<file path="src/rtl/stepmania_pkg.sv">
// Shared types and constants for the arrow sprite pool and its lane geometry.
package stepmania_pkg;

   typedef enum logic [1:0] {
      LANE_L = 2'd0,
      LANE_D = 2'd1,
      LANE_U = 2'd2,
      LANE_R = 2'd3
   } lane_t;

   typedef struct packed {
      logic       live;
      lane_t      lane;
      logic [9:0] y_pos;
   } arrow_slot_t;

   localparam int unsigned SCREEN_W = 640;
   localparam int unsigned SCREEN_H = 480;
   localparam int unsigned COORD_W  = 10;
   localparam int unsigned NUM_LANES = 4;

   localparam logic [0:0] SLOT_FREE = 1'b0;
   localparam logic [0:0] SLOT_LIVE = 1'b1;

   // Left edge of a lane's sprite column.
   function automatic logic [COORD_W-1:0] lane_x(input lane_t lane,
                                                  input logic [COORD_W-1:0] x0,
                                                  input logic [COORD_W-1:0] pitch);
      return x0 + COORD_W'(COORD_W'(lane) * pitch);
   endfunction

endpackage

</file>
<file path="src/rtl/arrow_slot.sv">
// One arrow sprite slot: load on spawn, scroll/retire on frame tick, pixel hit test.
module arrow_slot
   import stepmania_pkg::*;
#(
   parameter logic [9:0] SPAWN_Y     = 10'(SCREEN_H),
   parameter logic [9:0] SCROLL_STEP = 10'd4,
   parameter logic [9:0] LANE_X0     = 10'd192,
   parameter logic [9:0] LANE_PITCH  = 10'd64,
   parameter logic [9:0] ARROW_SIZE  = 10'd32
) (
   input  logic       Clk,
   input  logic       i_clear,
   input  logic       i_tick,
   input  logic       i_load,
   input  lane_t      i_lane,
   input  logic [9:0] i_draw_x,
   input  logic [9:0] i_draw_y,
   output logic       o_live,
   output lane_t      o_lane,
   output logic       o_retire_c,
   output logic       o_hit_c
);

   arrow_slot_t r_slot;
   arrow_slot_t w_slot_nxt;
   logic [0:0]  r_state;
   logic [0:0]  w_state_nxt;
   logic [9:0]  w_dx;
   logic [9:0]  w_dy;

   always_ff @(posedge Clk) begin
      if (i_clear) begin
         r_state <= SLOT_FREE;
         r_slot  <= '0;
      end else begin
         r_state <= w_state_nxt;
         r_slot  <= w_slot_nxt;
      end
   end

   // A slot that is free at the start of the cycle never sees the tick.
   always_comb begin
      w_state_nxt = r_state;
      w_slot_nxt  = r_slot;
      o_retire_c  = 1'b0;
      if (r_state == SLOT_FREE) begin
         if (i_load) begin
            w_state_nxt      = SLOT_LIVE;
            w_slot_nxt.lane  = i_lane;
            w_slot_nxt.y_pos = SPAWN_Y;
         end
      end else if (i_tick) begin
         if (r_slot.y_pos < SCROLL_STEP) begin
            w_state_nxt = SLOT_FREE;
            o_retire_c  = ~i_clear;
         end else begin
            w_slot_nxt.y_pos = r_slot.y_pos - SCROLL_STEP;
         end
      end
      w_slot_nxt.live = (w_state_nxt == SLOT_LIVE);
   end

   // Unsigned wrap turns pixels left of / above the sprite into large misses.
   assign w_dx    = i_draw_x - lane_x(r_slot.lane, LANE_X0, LANE_PITCH);
   assign w_dy    = i_draw_y - r_slot.y_pos;
   assign o_hit_c = (r_state == SLOT_LIVE) && (w_dx < ARROW_SIZE) && (w_dy < ARROW_SIZE);
   assign o_live  = (r_state == SLOT_LIVE) && r_slot.live;
   assign o_lane  = r_slot.lane;

endmodule

</file>
<file path="src/rtl/arrow_scheduler.sv">
// Arrow sprite pool: spawn allocation, per-frame scroll, per-lane draw mask.
// Optional ARROW_MISS_COUNT_EN adds a saturating count of arrows scrolled off the top.
module arrow_scheduler
   import stepmania_pkg::*;
#(
   parameter int unsigned NUM_SLOTS   = 8,
   parameter logic [9:0]  SPAWN_Y     = 10'(SCREEN_H),
   parameter logic [9:0]  SCROLL_STEP = 10'd4,
   parameter logic [9:0]  LANE_X0     = 10'd192,
   parameter logic [9:0]  LANE_PITCH  = 10'd64,
   parameter logic [9:0]  ARROW_SIZE  = 10'd32
) (
   input  logic       Clk,
   input  logic       reset,
   input  logic       frame_clk,
   input  logic       flush,
   input  logic       spawn_valid,
   input  logic [1:0] spawn_lane,
   output logic       spawn_ready,
   input  logic [9:0] DrawX,
   input  logic [9:0] DrawY,
   output logic [3:0] display_arrow,
`ifdef ARROW_MISS_COUNT_EN
   output logic [7:0] miss_count,
`endif
   output logic [4:0] active_count
);

   localparam int unsigned CNT_W = 5;

   logic                 r_frame_clk_q;
   logic                 w_tick;
   logic                 w_clear;
   logic                 w_accept;
   logic                 w_found;
   logic [NUM_SLOTS-1:0] w_live;
   logic [NUM_SLOTS-1:0] w_hit;
   logic [NUM_SLOTS-1:0] w_retire;
   logic [NUM_SLOTS-1:0] w_load;
   lane_t                w_lane [NUM_SLOTS];
   logic [CNT_W-1:0]     w_retire_cnt;
   logic [NUM_LANES-1:0] w_disp;
   logic [NUM_LANES-1:0] r_display;
   logic [CNT_W-1:0]     r_count;

   assign w_clear     = reset | flush;
   assign w_tick      = frame_clk & ~r_frame_clk_q;
   assign spawn_ready = ~&w_live;
   assign w_accept    = spawn_valid & spawn_ready;

   always_ff @(posedge Clk) begin
      if (reset) r_frame_clk_q <= 1'b0;
      else       r_frame_clk_q <= frame_clk;
   end

   for (genvar g = 0; g < NUM_SLOTS; g++) begin : g_slot
      arrow_slot #(
         .SPAWN_Y     (SPAWN_Y),
         .SCROLL_STEP (SCROLL_STEP),
         .LANE_X0     (LANE_X0),
         .LANE_PITCH  (LANE_PITCH),
         .ARROW_SIZE  (ARROW_SIZE)
      ) u_slot (
         .Clk        (Clk),
         .i_clear    (w_clear),
         .i_tick     (w_tick),
         .i_load     (w_load[g]),
         .i_lane     (lane_t'(spawn_lane)),
         .i_draw_x   (DrawX),
         .i_draw_y   (DrawY),
         .o_live     (w_live[g]),
         .o_lane     (w_lane[g]),
         .o_retire_c (w_retire[g]),
         .o_hit_c    (w_hit[g])
      );
   end

   // Lowest-index free slot takes the accepted spawn.
   always_comb begin
      w_load  = '0;
      w_found = 1'b0;
      for (int i = 0; i < NUM_SLOTS; i++) begin
         if (!w_live[i] && !w_found) begin
            w_load[i] = w_accept;
            w_found   = 1'b1;
         end
      end
   end

   always_comb begin
      w_disp       = '0;
      w_retire_cnt = '0;
      for (int i = 0; i < NUM_SLOTS; i++) begin
         if (w_hit[i]) w_disp[w_lane[i]] = 1'b1;
         w_retire_cnt = w_retire_cnt + CNT_W'(w_retire[i]);
      end
   end

   always_ff @(posedge Clk) begin
      if (w_clear) begin
         r_display <= '0;
         r_count   <= '0;
      end else begin
         r_display <= w_disp;
         r_count   <= CNT_W'(r_count + CNT_W'(w_accept) - w_retire_cnt);
      end
   end

   assign display_arrow = r_display;
   assign active_count  = r_count;

`ifdef ARROW_MISS_COUNT_EN
   logic [7:0] r_miss;
   logic [8:0] w_miss_sum;

   assign w_miss_sum = 9'(r_miss) + 9'(w_retire_cnt);

   always_ff @(posedge Clk) begin
      if (w_clear)               r_miss <= '0;
      else if (w_miss_sum[8])    r_miss <= 8'hFF;
      else                       r_miss <= w_miss_sum[7:0];
   end

   assign miss_count = r_miss;
`endif

endmodule

</file>
<file path="config.mk">
export PLATFORM = sky130hd
export DESIGN_NAME = arrow_scheduler
export DESIGN_NICKNAME = d
export VERILOG_FILES = /design/src/rtl/stepmania_pkg.sv /design/src/rtl/arrow_slot.sv /design/src/rtl/arrow_scheduler.sv
export SDC_FILE = /design/constraint.sdc
export NUM_CORES = 1
export LEC_CHECK = 0
export CELL_PAD_IN_SITES_DETAIL_PLACEMENT = 0
export CELL_PAD_IN_SITES_GLOBAL_PLACEMENT = 1
export CORE_UTILIZATION = 40
export DETAILED_ROUTE_END_ITERATION = 10
export GPL_TIMING_DRIVEN = 0
export PLACE_DENSITY = 0.76
export SYNTH_ARGS = -nofsm -noshare
export SYNTH_HDL_FRONTEND = slang
export SYNTH_HIERARCHICAL = 1
export SYNTH_SLANG_ARGS = --single-unit
</file>
<file path="constraint.sdc">
create_clock -name Clk -period 5.5 [get_ports Clk]
set_input_delay 1.65 -clock Clk [delete_from_list [all_inputs] [get_ports Clk]]
set_output_delay 1.65 -clock Clk [all_outputs]
set_load 0.005 [all_outputs]
</file>
# After elaboration in Yosys (flattened, before gate mapping)
# Index checks and enable logic that the tools add are counted.
# word_totals
out_inout_bits	10
ff_bits	114
# classes
n_eq_ne	16
magnitude_cmp	40
add_sub_neg	41
n_mux	127
bitwise	20
n_reduce_logical	70
# op_table
op	count
two-way mux 10 bit	32
less-than comparator 10 x 6 -> 1 bit, second input constant	16
subtractor 10 bit	16
less-than comparator 10 x 3 -> 1 bit, second input constant	8
subtractor 10 x 3 -> 10 bit, second input constant	8
two-way mux 1 bit	79
adder 8 x 8 -> 9 bit, first input constant	8
two-way mux 4 bit	8
logical AND 1 bit	31
!= test 2 bit, second input constant	15
OR 4 bit	7
less-than comparator 2 x 3 -> 1 bit, second input constant	8
AND reduction 3 bit	8
adder 5 x 1 -> 5 bit	4
demux 1 bit (select 2 bit)	8
>= comparator 2 x 1 -> 1 bit, second input constant	8
AND reduction 2 bit	8
nonzero test 2 bit	8
logical NOT 1 bit	14
NOT 1 bit	10
AND reduction 8 bit	1
adder 4 x 1 -> 5 bit	1
subtractor 5 bit	1
adder 3 x 1 -> 4 bit	1
other kinds (5)	6

# Longest topological paths before layout
# depth
depth_word	23
mapped_depth	19
depth_no_buf	19

# Hierarchy
# Netlist, hierarchy kept.
# modules_own_cells
module	n_inst	seq_area_each_um2	area_per_inst_um2	cells_per_inst
arrow_slot at g_slot[0].u_slot ...	7	220.2	937.1	114
arrow_scheduler	1	200.2	993.5	120
arrow_slot at g_slot[7].u_slot	1	220.2	939.7	116

# Worst setup path before layout
# OpenSTA, ideal clock, no wires.
# synth_path
path_type	input-to-reg
startpoint	input port frame_clk
endpoint	register r_count[4], in the netlist active_count[4]
required_ns	5.353
path_slack_ns	-0.104
t_arrival_ns	5.457
setup_ns	0.147
path_stages	15
cell_sequence	nor2b_1 nand2_1 nor3_1 inv_1 fa_1 inv_1 fa_1 fa_1 inv_1 fa_1 ha_1 ha_1 a31oi_1 xnor2_1 nor2_1
# synth_lines
item	line_no	source
from (decl)	arrow_scheduler.sv:15	input logic frame_clk,
AND 1 bit	arrow_scheduler.sv:47	assign w_tick = frame_clk & ~r_frame_clk_q;
two-way mux 1 bit	arrow_slot.sv:52	end else if (i_tick) begin
two-way mux 1 bit	arrow_slot.sv:46	if (r_state == SLOT_FREE) begin
net w_retire[4]	arrow_scheduler.sv:38	logic [NUM_SLOTS-1:0] w_retire;
adder 4 x 1 -> 5 bit	arrow_scheduler.sv:95	w_retire_cnt = w_retire_cnt + CNT_W'(w_retire[i]);
adder 5 x 1 -> 5 bit (3 in series)	arrow_scheduler.sv:95	
subtractor 5 bit	arrow_scheduler.sv:105	r_count <= CNT_W'(r_count + CNT_W'(w_accept) - w_retire_cnt);
to (signal assigned)	arrow_scheduler.sv:105	
to (decl)	arrow_scheduler.sv:44	logic [CNT_W-1:0] r_count;
# The timed path passes the listed nets, and every way through them passes these cells.
# A chain may end at the register's enable or synchronous reset.

# Worst setup path in the final report
# layout_path
startpoint	input port reset
endpoint	register r_count[4], in the netlist active_count[4]
# layout_lines
item	line_no	source
from (decl)	arrow_scheduler.sv:14	input logic reset,
OR 1 bit	arrow_scheduler.sv:46	assign w_clear = reset | flush;
net w_clear	arrow_scheduler.sv:33	logic w_clear;
NOT 1 bit	arrow_slot.sv:55	o_retire_c = ~i_clear;
two-way mux 1 bit	arrow_slot.sv:53	if (r_slot.y_pos < SCROLL_STEP) begin
two-way mux 1 bit	arrow_slot.sv:52	
two-way mux 1 bit	arrow_slot.sv:46	
net w_retire[6]	arrow_scheduler.sv:38	
adder 5 x 1 -> 5 bit (2 in series)	arrow_scheduler.sv:95	
subtractor 5 bit	arrow_scheduler.sv:105	
# The timed path passes the listed nets, and every way through them passes these cells.

==> out/qor.yml <==
synthesis:
  ys.flop_type: "dfxtp_1"
  synthDominantCellAreaShare_pct: 23.1
  yosysUniqueCellTypes: 58
  yosysMostFrequentCell: "inv_1"
  syn_area_per_cell_sq_um: 8.21
  async_flop_share_pct: 0
  synth_area_sq_um: 8490
  syn_nets: 1180
  synthTopCellsByArea: "dfxtp_1 23%, ha_1 15%, inv_1 5.8%"
  syn_inst: 1034
  synth-seq-cells: 98
  yosysWarnings: 6
  synth_edf_count: 0
  synth_seq_area_share_pct: 23.1
  yosys.area.top_type: "dfxtp_1"
  synthTopCellsByCount: "131 x inv_1, 105 x ha_1, 98 x dfxtp_1"
layout:
  fin_util_pct: 46.7
  syn_to_final_growth_pct: 12.7
  nFillCells: 2081
  multiInputGateArea_sq_um: 5930
  drive_gt1_share_pct: 9.31
  diodes: 0
  seqCellArea_sq_um: 1960
  nets: 1226
grt:
  grt_max_degree: 19
  grt_pass1_wl_um: 36700
  gr-total-overflow: 0
  grt_pass1_vias: 6858
  antenna_found_initial: 0
  grtUsageTotal_pct: 21.9
floorplanning:
  ios: 37
  die_h_um: 148
  rows: 52
  initial_core_util_pct: 41.4
  die_x_um: 148
  coreArea_sq_um: 20500
  die_area_sq_um: 21800
setup_path:
  max_stage_delay_ns: 0.46
  regToRegStartpoint: "g_slot[7].u_slot/r_slot[2]"
  crit_chain: "clkdlybuf4s50_1 > nor2_4 > inv_8 > buf_4 > nor3_4 > inv_1 > fa_2 > inv_1 > fa_1 > fa_1 > inv_1 > fa_1 > ha_1 > ha_1 > a31oi_2 > xnor2_1 > nor2_1"
  crit_fanout: 18
  startpoint_type: "primary input"
  worst_ep_arrival_time_ns: 5.59
  crit_type: "primary input to register"
  required_ns: 5.74
  worstSetupStartpoint: "reset"
  cp_slowest_cell: "clkdlybuf4s50_1"
  end_kind: "register"
clock_tree:
  cts.clk_slew.worst_paths_ns: 0.07
  clk_path_buf_depth: 2
  cts_tree: "done"
  clk_latency_ns: 0.35
  cts_root_buffer: "clkbuf_16"
  cts_hold_buffers: 0
  cts_buffers: 9
  cts_sinks: 98
  h-tree-depth: 3
timing:
  clock.fmax_mhz: 187
  period_minus_slack_ns: 5.35
  drv_slew: 0
  relSlewSlack_pct: 36.5
  setup_viol: 0
  worst_slew_pin_slew_ns: 0.944
  hold_viol_final: 0
  fin_crit_sh_pct: 97.3
  rsz0062_at_grt: "no"
  skew_ns: 0.00977
  fin_tns_setup_ns: 0
route:
  firstDrtPassIters: 5
  ant_nets: 0
  totalWireLength_um: 23100
  via_per_inst: 5.45
  drt-wirelength-per-cell_um: 17.1
  drc_errors: 0
  via_count: 7391
  drt_first_iter_violations: 312
status:
  status: "finished, final reports clean"
placed_design:
  port_buffers: 29
  routabilityCongestion: 0.819
  hpwl_um: 16300
hold_path:
  hold_path.class: "register to register"
  worstHoldStart: "g_slot[3].u_slot/o_lane[0]"
power:
  power_density_nw_per_um2: 171
  p_leak_uw: 0.00353
  peakVddDrop_uv: 143
run:
  maxCapViolations: 0
-- metrics by stage --
step                total power [uW]  setup slack (ns)  hold WS, ns  instances  cell area (sq um)
floorplan                        897            0.0166        0.450       1034               8500
global placement                 982             -1.65        0.464       1333               9120
detailed placement               984             -1.33        0.467       1333               9120
CTS                             1650            0.0170        0.479       1355               9510
global route                    1710            0.0101        0.494       1355               9570
finish                          1640             0.150        0.477       1355               9570
-- what timing repair did --
item | CTS | global route
setup endpoints to repair | 4 | 3
gates resized for setup | 12 | 29
pin swaps | 1 | 2
buffers inserted | 4 | 0
cloned | 2 | 0
-- power breakdown --
part	switching (uW)	internal, uW
combinational	159	105
sequential	5.83	713
clock	301	353
total	467	1170
-- sequential cells by signal, indices dropped and copies added (netlist names) --
| signal | flops |
|---|---|
| g_slot.u_slot/o_lane | 16 |
| display_arrow | 4 |
| r_frame_clk_q | 1 |
| g_slot.u_slot/r_state | 8 |
| active_count | 5 |
| g_slot.u_slot/r_slot | 64 |
-- path summary, 6_finish.rpt --
| kind | to | slack [ns] | depth (start not counted) |
|---|---|---|---|
| max | active_count[4] | 0.15 | 17 |
| min | g_slot[3].u_slot/o_lane[0] | 0.48 | 2 |
| max reg2reg | active_count[4] | 1.16 | 17 |
| min reg2reg | g_slot[3].u_slot/o_lane[0] | 0.48 | 2 |
-- cell families (layout without fill, tap and decap cells) --
logic type	Yosys count	in the layout	synth area share (%)
flops	98	98	23.1
fa+ha+maj	119	119	18.8
compound gates	226	226	18.4
buf+inv	163	213	7.91
simple gates	354	355	23.5
mux	30	30	3.76
xor+xnor	44	44	4.54
-- layout make-up --
type / instances / share of cell area [%]
multi-input combinational: 774 / 62.0
sequential: 98 / 20.5
inverter: 131 / 5.22
timing repair buffer: 33 / 3.54
tap: 270 / 3.53
clock buffer: 9 / 2.35
buffer: 32 / 2.07
clock inverter: 7 / 0.732
timing repair inverter: 1 / 0.0654
-- placed cells by master, fill, tap and decap left out, drive strengths merged, types with 8 or more instances in the layout --
master,Yosys,layout
nor3,27,27
nor2,56,56
nand4,11,11
xor2,22,22
a221oi,8,8
o211ai,8,8
a21oi,63,63
o21ai,29,29
nand2b,8,8
o2111ai,8,8
nand4b,9,9
nand2,85,85
nor4,16,16
a211oi,15,15
and4b,8,8
xnor2,22,22
inv,131,132
or4,14,14
clkbuf,16,20
a31oi,28,28
mux2,15,15
ha,105,105
fa,14,14
mux2i,15,15
dfxtp,98,98
a21o,16,16
buf,16,25
nand3,34,34
nor3b,17,17
nor2b,40,41
clkdlybuf4s50,0,28
-- critical path, delay by kind of cell --
kind | cells | cell delay (ns)
AOI/OAI and AO/OA | 1 | 0.17
xor gates and xnor gates | 1 | 0.14
adders and majority gates | 6 | 2.12
buffers and inverters | 6 | 1.04
and+or+nand+nor | 3 | 0.47
-- layer usage --
metal / global-route usage [%] / wire length [um] / up-vias
met5: 0 / 0 / -
met4: 6.65 / 609 / 0
met3: 2.53 / 540 / 29
met2: 38.0 / 11100 / 107
met1: 28.3 / 10900 / 3452
li1: - / - / 3803
(Power assumes the default switching activity.)
